**config.mk**
```make
export PLATFORM = sky130hd
export DESIGN_NAME = multicycle_datapath
export DESIGN_NICKNAME = d
export VERILOG_FILES = /design/src/rtl/multicycle_datapath.sv
export SDC_FILE = /design/constraint.sdc
export NUM_CORES = 2
export LEC_CHECK = 0
export CORE_AREA = 4 4 329 364
export CTS_BUF_LIST = sky130_fd_sc_hd__clkbuf_16
export CTS_CLUSTER_DIAMETER = 150
export DETAILED_ROUTE_END_ITERATION = 7
export DIE_AREA = 0 0 333 368
export PLACE_DENSITY_LB_ADDON = 0.3
export SLEW_MARGIN = 20
export SYNTH_ARGS = -nofsm -noshare
export SYNTH_HDL_FRONTEND = slang
export SYNTH_SLANG_ARGS = --single-unit
```
**constraint.sdc**
```tcl
create_clock -name clk -period 8.5 [get_ports clk]
set_input_delay 1.275 -clock clk [delete_from_list [all_inputs] [get_ports clk]]
set_output_delay 1.275 -clock clk [all_outputs]
set_load 0.005 [all_outputs]
```
**src/rtl/multicycle_datapath.sv**
```systemverilog
// multicycle_datapath
//   Multi-cycle core datapath: register file, PC, NZCV flags, ALU and a
//   FETCH/DECODE/EXEC/MEM/WB sequencer. It talks to instruction and data
//   memories over req/ready handshakes, so wait-state memories are supported.
// Ports
//   clk, rst                  clock; synchronous active-low reset
//   run                       start next fetch when 1; idle in FETCH when 0
//   imem_req/addr/ready/rdata instruction fetch handshake (addr = pc)
//   dmem_req/we/addr/wdata    data access request, held until dmem_ready
//   dmem_ready/rdata          data access complete / load data
//   pc, flags                 architectural PC and {N,Z,C,V}
//   retire                    one-cycle pulse per completed instruction
//   illegal                   sticky undefined-opcode indicator
module multicycle_datapath #(
  parameter int unsigned       XLEN     = 32,
  parameter int unsigned       NREGS    = 16,
  parameter int unsigned       ADDR_W   = 32,
  parameter logic [ADDR_W-1:0] RESET_PC = 'h4
) (
  input  logic              clk,
  input  logic              rst,
  input  logic              run,
  output logic              imem_req,
  output logic [ADDR_W-1:0] imem_addr,
  input  logic              imem_ready,
  input  logic [31:0]       imem_rdata,
  output logic              dmem_req,
  output logic              dmem_we,
  output logic [ADDR_W-1:0] dmem_addr,
  output logic [XLEN-1:0]   dmem_wdata,
  input  logic              dmem_ready,
  input  logic [XLEN-1:0]   dmem_rdata,
  output logic [ADDR_W-1:0] pc,
  output logic [3:0]        flags,
  output logic              retire,
  output logic              illegal
);

  localparam int unsigned RW = $clog2(NREGS);

  typedef enum logic [2:0] {S_FETCH, S_DECODE, S_EXEC, S_MEM, S_WB} state_e;
  typedef enum logic [4:0] {
    OP_ADD = 5'd0, OP_SUB = 5'd1, OP_AND = 5'd2, OP_ORR = 5'd3,
    OP_EOR = 5'd4, OP_MOV = 5'd5, OP_CMP = 5'd6, OP_LDR = 5'd7,
    OP_STR = 5'd8, OP_B   = 5'd9, OP_BL  = 5'd10, OP_NOP = 5'd31
  } op_e;

  state_e            state;
  logic [31:0]       ir;
  logic [XLEN-1:0]   regs [NREGS];
  logic [XLEN-1:0]   a_q, b_q, d_q, res_q;
  logic [3:0]        nflags_q;
  logic              fen_q, wen_q, ill_q;
  logic [RW-1:0]     widx_q;
  logic [ADDR_W-1:0] npc_q;

  op_e               op;
  logic [XLEN-1:0]   op2, alu_res;
  logic [XLEN:0]     sum_add, sum_sub;
  logic [1:0]        cv;
  logic              flag_en, reg_wen, is_mem, is_bad;
  logic [RW-1:0]     widx;
  logic [ADDR_W-1:0] pc4, br_target, next_pc;

  logic unused_ir;
  assign unused_ir = ir[12];

  assign op        = op_e'(ir[31:27]);
  assign imem_addr = pc;

  // Execute-stage combinational logic: operands come from the DECODE latches.
  always_comb begin
    op2       = ir[14] ? XLEN'(ir[11:0]) : b_q;
    sum_add   = {1'b0, a_q} + {1'b0, op2};
    sum_sub   = {1'b0, a_q} + {1'b0, ~op2} + {{XLEN{1'b0}}, 1'b1};
    pc4       = pc + ADDR_W'(4);
    // sign-extended word offset, wrapped to the PC width
    br_target = pc4 + ADDR_W'({{ADDR_W{ir[22]}}, ir[22:0], 2'b00});
    alu_res   = '0;
    cv        = flags[1:0];
    flag_en   = 1'b0;
    reg_wen   = 1'b0;
    is_mem    = 1'b0;
    is_bad    = 1'b0;
    widx      = ir[23 +: RW];
    next_pc   = pc4;
    case (op)
      OP_ADD: begin
        alu_res = sum_add[XLEN-1:0];
        cv      = {sum_add[XLEN],
                   (a_q[XLEN-1] == op2[XLEN-1]) && (sum_add[XLEN-1] != a_q[XLEN-1])};
        flag_en = ir[13];
        reg_wen = 1'b1;
      end
      OP_SUB, OP_CMP: begin
        alu_res = sum_sub[XLEN-1:0];
        cv      = {sum_sub[XLEN],
                   (a_q[XLEN-1] != op2[XLEN-1]) && (sum_sub[XLEN-1] != a_q[XLEN-1])};
        flag_en = ir[13] || (op == OP_CMP);
        reg_wen = (op == OP_SUB);
      end
      OP_AND: begin alu_res = a_q & op2; flag_en = ir[13]; reg_wen = 1'b1; end
      OP_ORR: begin alu_res = a_q | op2; flag_en = ir[13]; reg_wen = 1'b1; end
      OP_EOR: begin alu_res = a_q ^ op2; flag_en = ir[13]; reg_wen = 1'b1; end
      OP_MOV: begin alu_res = op2;       flag_en = ir[13]; reg_wen = 1'b1; end
      OP_LDR: begin is_mem = 1'b1; reg_wen = 1'b1; end
      OP_STR: is_mem = 1'b1;
      OP_B:   next_pc = br_target;
      OP_BL: begin
        next_pc = br_target;
        alu_res = XLEN'(pc4);
        reg_wen = 1'b1;
        widx    = '1;
      end
      OP_NOP: ;
      default: is_bad = 1'b1;
    endcase
  end

  // imem_req is registered: it follows run while idling in FETCH and is
  // pre-armed in WB so back-to-back instructions fetch without a bubble.
  always_ff @(posedge clk) begin
    if (!rst) begin
      state      <= S_FETCH;
      pc         <= RESET_PC;
      flags      <= '0;
      illegal    <= 1'b0;
      imem_req   <= 1'b0;
      dmem_req   <= 1'b0;
      dmem_we    <= 1'b0;
      dmem_addr  <= '0;
      dmem_wdata <= '0;
      retire     <= 1'b0;
      regs       <= '{default: '0};
    end else begin
      retire <= 1'b0;
      case (state)
        S_FETCH: begin
          if (imem_req) begin
            if (imem_ready) begin
              ir       <= imem_rdata;
              imem_req <= 1'b0;
              state    <= S_DECODE;
            end
          end else begin
            imem_req <= run;
          end
        end
        S_DECODE: begin
          a_q   <= regs[ir[19 +: RW]];
          b_q   <= regs[ir[15 +: RW]];
          d_q   <= regs[ir[23 +: RW]];
          state <= S_EXEC;
        end
        S_EXEC: begin
          res_q    <= alu_res;
          nflags_q <= {alu_res[XLEN-1], alu_res == '0, cv};
          fen_q    <= flag_en;
          wen_q    <= reg_wen;
          widx_q   <= widx;
          npc_q    <= next_pc;
          ill_q    <= is_bad;
          if (is_mem) begin
            dmem_req   <= 1'b1;
            dmem_we    <= (op == OP_STR);
            dmem_addr  <= ADDR_W'(sum_add[XLEN-1:0]);
            dmem_wdata <= d_q;
            state      <= S_MEM;
          end else begin
            retire <= 1'b1;
            state  <= S_WB;
          end
        end
        S_MEM: begin
          if (dmem_ready) begin
            if (!dmem_we) res_q <= dmem_rdata;
            dmem_req <= 1'b0;
            dmem_we  <= 1'b0;
            retire   <= 1'b1;
            state    <= S_WB;
          end
        end
        S_WB: begin
          if (wen_q) regs[widx_q] <= res_q;
          if (fen_q) flags <= nflags_q;
          if (ill_q) illegal <= 1'b1;
          pc       <= npc_q;
          imem_req <= run;
          state    <= S_FETCH;
        end
        default: state <= S_FETCH;
      endcase
    end
  end

endmodule

```
# Yosys cells after proc, flatten, opt, wreduce, memory -nomap -nowiden
# Cells that the tools add are included.
[totals] regBits=823 input_bits=69 word_cells=143
[op_classes] n_addsub=5 magnitude_cmp=5 eq_ne=24 mux=39 bitwise=8 reduce_logical=25
[op_table] cell="512-bit bitwise mux" n=1
[op_table] cell="32-bit binary-select mux with 4-bit select" n=3
[op_table] cell="32-bit 2-to-1 mux" n=11
[op_table] cell="32-bit one-hot mux with 7 select lines" n=1
[op_table] cell="32-bit demux with 4-bit select" n=1
[op_table] cell="32-bit by 32-bit adder with 33-bit output" n=2
[op_table] cell="32-bit one-hot mux with 2 select lines" n=1
[op_table] cell="33-bit by 1-bit adder with 33-bit output, second input constant" n=1
[op_table] cell="32-bit by 3-bit adder with 32-bit output, second input constant" n=1
[op_table] cell="32-bit adder" n=1
[op_table] cell="32-bit bitwise AND" n=1
[op_table] cell="32-bit zero test" n=1
[op_table] cell="32-bit NOT" n=1
[op_table] cell="32-bit OR" n=1
[op_table] cell="32-bit XOR" n=1
[op_table] cell="5-bit by 3-bit equality test with 1-bit output, second input constant" n=4
[op_table] cell="5-bit >= comparator, second input constant" n=4
[op_table] cell="4-bit NOT with 5-bit output" n=4
[op_table] cell="5-bit by 4-bit equality test with 1-bit output, second input constant" n=3
[op_table] cell="3-bit 2-to-1 mux" n=4
[op_table] cell="1-bit one-hot mux with 2 select lines" n=6
[op_table] cell="3-bit one-hot mux with 4 select lines" n=1
[op_table] cell="2-bit AND reduction" n=6
[op_table] cell="12-bit OR reduction" n=1
[op_table] cell="other kinds (22)" n=45

# Logic depth before layout (Yosys ltp)
[logic_depth] ltp_word=7 depth_mapped=18 depth_no_buf=18

# Worst setup path after synthesis
# OpenSTA, ideal clock, no wires.
[synth_path] path_kind="input to register" startpoint="input port rst" endpoint="register a_q[0], enable pin" setup_time_ps=688 t_arrival_ps=8567 t_required_ps=7812 setup_slack_ps=-755 path_stages=3 path_cell_list="clkbuf_1 nand2b_1 nor3b_1"
[synth_between] elab_chain_len=1
[synth_lines] element="start: declaration" line_no="21" text="input logic rst,"
[synth_lines] element="2-bit AND reduction (no source line)"
[synth_lines] element="end signal: assignment" line_no="150" text="a_q <= regs[ir[19 +: RW]];"
[synth_lines] element="end: declaration" line_no="51" text="logic [XLEN-1:0] a_q, b_q, d_q, res_q;"
# No other way between the ends.
# A chain may end at the register's enable or synchronous reset.

# Worst setup path after layout
[layout_path] startpoint="register ir[14]" endpoint="register nflags_q[2], data pin"
[layout_between] elab_chain_len=6 word_cells_on_any_way=10
[layout_lines] element="start: declaration" line_no="49" text="logic [31:0] ir;"
[layout_lines] element="start signal: assignment" line_no="141" text="ir <= imem_rdata;"
[layout_lines] element="32-bit 2-to-1 mux *" line_no="73" text="op2 = ir[14] ? XLEN'(ir[11:0]) : b_q;"
[layout_lines] element="32-bit NOT" line_no="75" text="sum_sub = {1'b0, a_q} + {1'b0, ~op2} + {{XLEN{1'b0}}, 1'b1};"
[layout_lines] element="32-bit by 32-bit adder with 33-bit output" line_no="75"
[layout_lines] element="33-bit by 1-bit adder with 33-bit output" line_no="75"
[layout_lines] element="32-bit one-hot mux with 7 select lines *" line_no="87" text="case (op)"
[layout_lines] element="32-bit zero test *" line_no="157" text="nflags_q <= {alu_res[XLEN-1], alu_res == '0, cv};"
[layout_lines] element="end signal: assignment" line_no="157"
[layout_lines] element="end: declaration" line_no="52" text="logic [3:0] nflags_q;"
# Every way passes the cells marked *; elsewhere a longest branch is shown, timed or not.

==> impl_metrics.py <==
metrics = {
    "cells_and_area": {
        "drive_above_1_share_pct": 15.5,
        "fin_nets": 5094,
        "finish.instance_area_um2": 54300,
        "syn2layout_area_growth_pct": 12.1,
        "final-seq-area_um2": 18500,
        "multi_input_area_um2": 27800,
        "n_fill_cell": 10700,
    },
    "timing": {
        "fin_skew_ns": 0.0268,
        "finalCritPeriodShare_pct": 67.8,
        "grt_setup_unrepaired": "no",
        "hold_viol_final": 0,
        "relSlewSlack_pct": 13.8,
        "tns_ns": 0,
        "final_max_slew_viol_count": 0,
        "fmax_mhz": 173,
        "setup_viol": 0,
        "fin_crit_ns": 5.76,
        "worst_slew_pin_slew_ns": 1.29,
    },
    "synthesis": {
        "ys_warn_count": 0,
        "synth_top_area_cell": "dfxtp_1",
        "synthTopCellsByArea": "dfxtp_1, mux4_2, edfxtp_1",
        "syn_area_per_cell_um2": 9.71,
        "synth_top_family_by_area": "multiplexers",
        "synth_nets": 5197,
        "synthAdderAreaFrac_pct": 3.69,
        "netlist_instances": 4987,
        "ys_top_cells_by_count": "nand2_1, a21oi_1, dfxtp_1",
        "synth_simple_gate_area_share_pct": 15.0,
        "synth_edf_count": 203,
        "async_flop_share_pct": 0,
        "synth_area_um2": 48400,
        "synthDistinctLibCells": 86,
        "ys_seq_area_share_pct": 38.2,
        "ys_ff_latch": 823,
        "ys.flop_type": "dfxtp_1",
        "synth_top_area_share_pct": 25.6,
        "synth_compound_area_share_pct": 13.2,
        "synth_xor_area_share_pct": 1.81,
        "synthMuxAreaShare_pct": 23.3,
        "synth_most_common_cell": "nand2_1",
    },
    "setup_path": {
        "regToRegSetupSlack_ns": 2.74,
        "worstPathArrival_ns": 6.32,
        "cp_max_fo": 25,
        "cp.required_ns": 9.05,
        "crit_start": "ir[14]",
        "cp-start-kind": "flip-flop",
        "crit_path_end_kind": "flip-flop",
        "crit_type": "flip-flop to flip-flop",
        "timing.rr.start": "ir[14]",
    },
    "clock_tree": {
        "cts_sinks": 823,
        "clk_latency_ns": 0.69,
        "cts-resized-gates": 0,
        "numCtsBuffers": 87,
        "postCtsHoldBufs": 0,
        "cts_tree": "built",
        "max-clock-path-buffers": 3,
        "postCtsSetupBuffers": 0,
        "cts.htree.levels": 3,
        "clk_pin_slew_ns": 0.06,
        "cts_root_buf": "clkbuf_16",
    },
    "place": {
        "io_buffers": 205,
        "place.gp.congestion": 0.979,
        "detailed_place_hpwl_um": 108000,
        "dpl-instance-area_um2": 51400,
    },
    "floorplanning": {
        "chipWidth_um": 333,
        "core_area_um2": 116000,
        "io_pins": 206,
        "num_rows": 131,
        "initial_core_util_pct": 41.9,
        "die_h_um": 368,
        "dieArea_um2": 123000,
    },
    "grt": {
        "antenna_found_initial": 9,
        "grt_pass1_wl_um": 259000,
        "grt-ovfl-total": 0,
        "grt_max_degree": 226,
        "track_usage_pct": 28.2,
        "grt_pass1_vias": 38400,
    },
    "pwr": {
        "p_leak_nw": 18.2,
        "power_density_nw_per_um2": 187,
        "vdd_ir_drop_max_uv": 188,
    },
    "routing": {
        "drcViolationCount": 0,
        "vias": 40800,
        "wire_per_inst_um": 27.5,
        "drt_iter0_drc": 5493,
        "drt_pass1_iterations": 6,
        "drt-total-wl_um": 178000,
        "ant_nets": 0,
        "via_per_inst": 6.28,
    },
    "worst_hold_path": {
        "worst_hold_startpoint": "dmem_wdata[17]",
        "hp-class": "flip-flop to flip-flop",
    },
    "run": {
        "cap_violations": 0,
    },
    "status": {
        "status": "finished clean",
    },
}
## cell usage in the layout, fill, tap and decap left out, types with 99 or more instances in the layout
cell                n
nor2_1            150
inv_1             137
mux4_2            480
a21oi_1           619
a21boi_0           99
dfxtp_1           620
nand2_1          1294
ha_1              138
edfxtp_1          203
clkdlybuf4s50_1   204
## kinds of logic (layout without fill, tap and decap cells)
group           Yosys count  after routing
flops                   823            823
mux                     524            524
other cells               0              4
xor+xnor                100            100
fa+ha+maj               141            141
compound gates         1058           1058
simple gates           1750           1750
buf+inv                 591            563
## sequential cells by signal, indices dropped and copies added (netlist names), 3 cells and up
register / count
dmem_wdata: 32
imem_addr: 32
dmem_addr: 32
npc_q: 32
state: 3
a_q: 32
regs: 512
d_q: 32
b_q: 32
res_q: 32
flags: 4
nflags_q: 4
widx_q: 4
ir: 32
## worst paths after layout
kind | to | cells after the start
setup / recovery | nflags_q[2] | 14
hold / removal | dmem_wdata[17] | 2
setup reg to reg | nflags_q[2] | 14
hold reg to reg | dmem_wdata[17] | 2
## stage by stage
step	total power, mW	utilization (%)	worst slack, ns	hold WS (ns)	instances
after CTS	10.1	46.9	2.79	0.465	6488
final	10.1	46.9	2.74	0.464	6492
after global routing	10.4	46.9	2.42	0.488	6488
after floorplan	5.57	-	2.65	0.447	4987
after global placement	6.19	44.4	2.90	0.449	6324
after detailed placement	6.19	44.4	2.85	0.458	6324
## where the power goes
part / internal (mW) / total (mW) / switching [mW]
Sequential: 4.21 / 4.45 / 0.238
Clock: 2.25 / 3.98 / 1.73
Combinational: 0.615 / 1.71 / 1.09
Total: 7.07 / 10.1 / 3.06
## cell type report
cell class,instances,area share (%)
repair buffers,280,4.93
inverters,119,0.836
clock inverters,70,1.06
clock buffers,94,4.33
multi-input cells,3573,51.2
diodes,4,0.0184
well taps,1529,3.52
flip-flops and latches,823,34.1
## metal layers
| metal | global-route usage, % | vias to the layer above | wire [um] |
|---|---|---|---|
| met5 | 0 | - | 51 |
| met4 | 13.2 | 8 | 9340 |
| met3 | 5.33 | 554 | 19400 |
| met2 | 44.6 | 2558 | 81200 |
| met1 | 37.5 | 19900 | 68300 |
| li1 | - | 17700 | - |
## critical path, cell delays in order, from the launching register on
cell	delay (ns)
edfxtp_1	0.78
buf_4	0.45
mux2i_1	0.39
ha_1	0.37
nor2b_1	0.12
nor4_1	0.72
a211oi_1	0.23
o21ai_0	0.35
xor2_1	0.14
a221oi_1	0.31
and4_1	0.23
nor4b_1	0.59
nand3_1	0.12
or4b_1	0.53
and4bb_1	0.28
(Power assumes the default switching activity.)
==> RTL edit (same flow settings) <==
Change the parameter `XLEN` from 32 to 36.
--- a/src/rtl/multicycle_datapath.sv
+++ b/src/rtl/multicycle_datapath.sv
@@ -14,3 +14,3 @@
 module multicycle_datapath #(
-  parameter int unsigned       XLEN     = 32,
+  parameter int unsigned       XLEN     = 36,
   parameter int unsigned       NREGS    = 16,
Interface: changed (resized dmem_rdata and dmem_wdata); port bits go from 206 to 214. The function was not compared with the original's and may differ.
==> RTL edit against the unedited design <==
- clock skew is 0.012 ns higher
- synthesized cell count increased by 11%
- highest routed layer is now met4
- worst setup slack better by 0.37 ns
- synthesized area up 14%
- utilization grew 6.0 points
- sequential share of layout area is 0.87 points lower
- final cell count is 8.3% higher
- sequential cell count rose by 84
- design area increased by 13%
- count of clock-buffer cells in the layout increased by 11
- via count grew 12%
- wire length is 12% higher
Power is not compared: it rests on default switching activity, and its combinational part moved more than twofold at a synthesized area within 25%.
==> RTL edit: results (changes against the unedited design) <==
Final layout
  • Filler cells: 10.1k (was 10.7k)
  • Largest register FFs: 576 (was 512)
  • Final cell count without fillers: 7030 (was 6492)

Timing
  • Worst-Margin Slew: 1.21 ns (was 1.29 ns)
  • Clock Skew: 0.0389 ns (was 0.0268 ns)

Logic synthesis
  • Synth top cells by count: 1464 x nand2_1, 688 x dfxtp_1, 664 x a21boi_0 (was 1304 x nand2_1, 620 x a21oi_1, 620 x dfxtp_1)
  • Area contributors post-synth: dfxtp_1 25%, mux4_2 22%, edfxtp_1 12%, nand2_1 9.9%, a21boi_0 9.0% (was dfxtp_1 26%, mux4_2 22%, edfxtp_1 13%, nand2_1 10%, a21oi_1 6.4%)
  • Syn_nets: 5773 (was 5197)

Global routing
  • Initial antenna violation count: 3 (was 9)
  • GRT Total Usage: 31.4% (was 28.2%)
  • First-pass GRT wire length: 290 mm (was 259 mm)
  • Pin count of the biggest net entering global routing: 212 (was 226)

Place
  • HPWL Detailed: 120 mm (was 108 mm)
  • GP Congestion: 0.963 (was 0.979)
  • Placed instance count: 6846 (was 6324)
  • Port Buffers: 213 (was 205)

Route
  • WL met2: 89.5 mm (was 81.2 mm)
  • Initial drt markers: 6477 (was 5493)
  • Top Layer Used: met4 (was met5)
  • Metal3 WL: 23.6 mm (was 19.4 mm)
  • Vias/cell: 6.52 (was 6.28)

Critical path
  • Crit-path max cell delay: 0.67 ns (was 0.78 ns)
  • Crit Path Max Fanout: 36 (was 25)
  • Slowest cell on crit path: nor4_1 (was edfxtp_1)
  • Worst EP arrival: 5.93 ns (was 6.32 ns)

CTS
  • Clock latency at the later pin of the worst-skew pair: 0.71 ns (was 0.69 ns)

Worst hold path
  • Hold Path Sink: dmem_wdata[10] (was dmem_wdata[17])

Outcome
  • Status: complete, no violations (unchanged)
-- RTL edit: changes by cell type after synthesis, moves of 23 or more --
cell / change
a21boi_0: +565
a21oi_1: -477
buf_2: +23
clkbuf_1: +23
dfxtp_1: +68
mux4_2: +60
nand2_1: +160
nor2_1: -23
-- RTL edit: worst max-delay path, delay by kind of cell, from the launching register on --
family	cells	cell delay, ns
buffers and inverters	1	0.46
DFF	1	0.36
muxes	1	0.45
AOI/OAI and AO/OA	5	1.34
and+or+nand+nor	6	2.21
adders and majority gates	1	0.44
-- RTL edit: how the worst max path moves through the flow --
stage,end,slack [ns],cells after the start
floorplan,a_q[0],1.90,4
finish,nflags_q[2],3.11,14
global route,nflags_q[2],2.89,14
detailed placement,nflags_q[2],3.17,14
CTS,nflags_q[2],3.12,14
global placement,nflags_q[2],3.22,14
-- RTL edit: power by group through the flow --
stage / Clock (mW) / Combinational (mW) / Sequential [mW]
finish: 4.24 / 0.570 / 4.46
global route: 4.44 / 0.598 / 4.46
CTS: 4.27 / 0.559 / 4.46
detailed placement: 0 / 0.555 / 4.55
global placement: 0 / 0.554 / 4.55
floorplan: 0 / 0.376 / 4.54
-- RTL edit: final cells by class --
type / count / area share (%)
flip-flops and latches: 907 / 33.2
clock inverters: 77 / 0.833
repair buffers: 286 / 4.50
inverters: 134 / 0.821
well taps: 1529 / 3.12
multi-input cells: 3990 / 53.2
clock buffers: 105 / 4.29
diodes: 2 / 0.00817
-- RTL edit: logic make-up (layout without fill, tap and decap cells) --
| group | Yosys count | count (layout) | synth area share (%) |
|---|---|---|---|
| adder cells (fa/ha/maj) | 154 | 154 | 3.53 |
| AND/OR/NAND/NOR | 1926 | 1926 | 14.6 |
| XOR/XNOR | 96 | 96 | 1.52 |
| buffers and inverters | 649 | 602 | 4.73 |
| other | 0 | 2 | 0 |
| multiplexers | 579 | 579 | 22.8 |
| AO/OA/AOI/OAI | 1235 | 1235 | 16.0 |
| flip-flops | 907 | 907 | 36.8 |
-- RTL edit: stage by stage --
| stage | util, % | hold slack (ns) | total power, mW | cell area (um2) |
|---|---|---|---|---|
| after floorplan | - | 0.448 | 4.91 | 55300 |
| after global placement | 50.2 | 0.451 | 5.10 | 58100 |
| after detailed placement | 50.2 | 0.458 | 5.10 | 58100 |
| after CTS | 52.9 | 0.466 | 9.29 | 61300 |
| after global routing | 52.9 | 0.486 | 9.49 | 61300 |
| final | 53.0 | 0.464 | 9.27 | 61300 |
-- RTL edit: per-layer routing --
layer / vias to the layer above / global-route usage, %
li1: 19700 / -
met1: 22400 / 41.2
met2: 3026 / 49.2
met3: 643 / 7.11
met4: 0 / 15.8
met5: - / 0
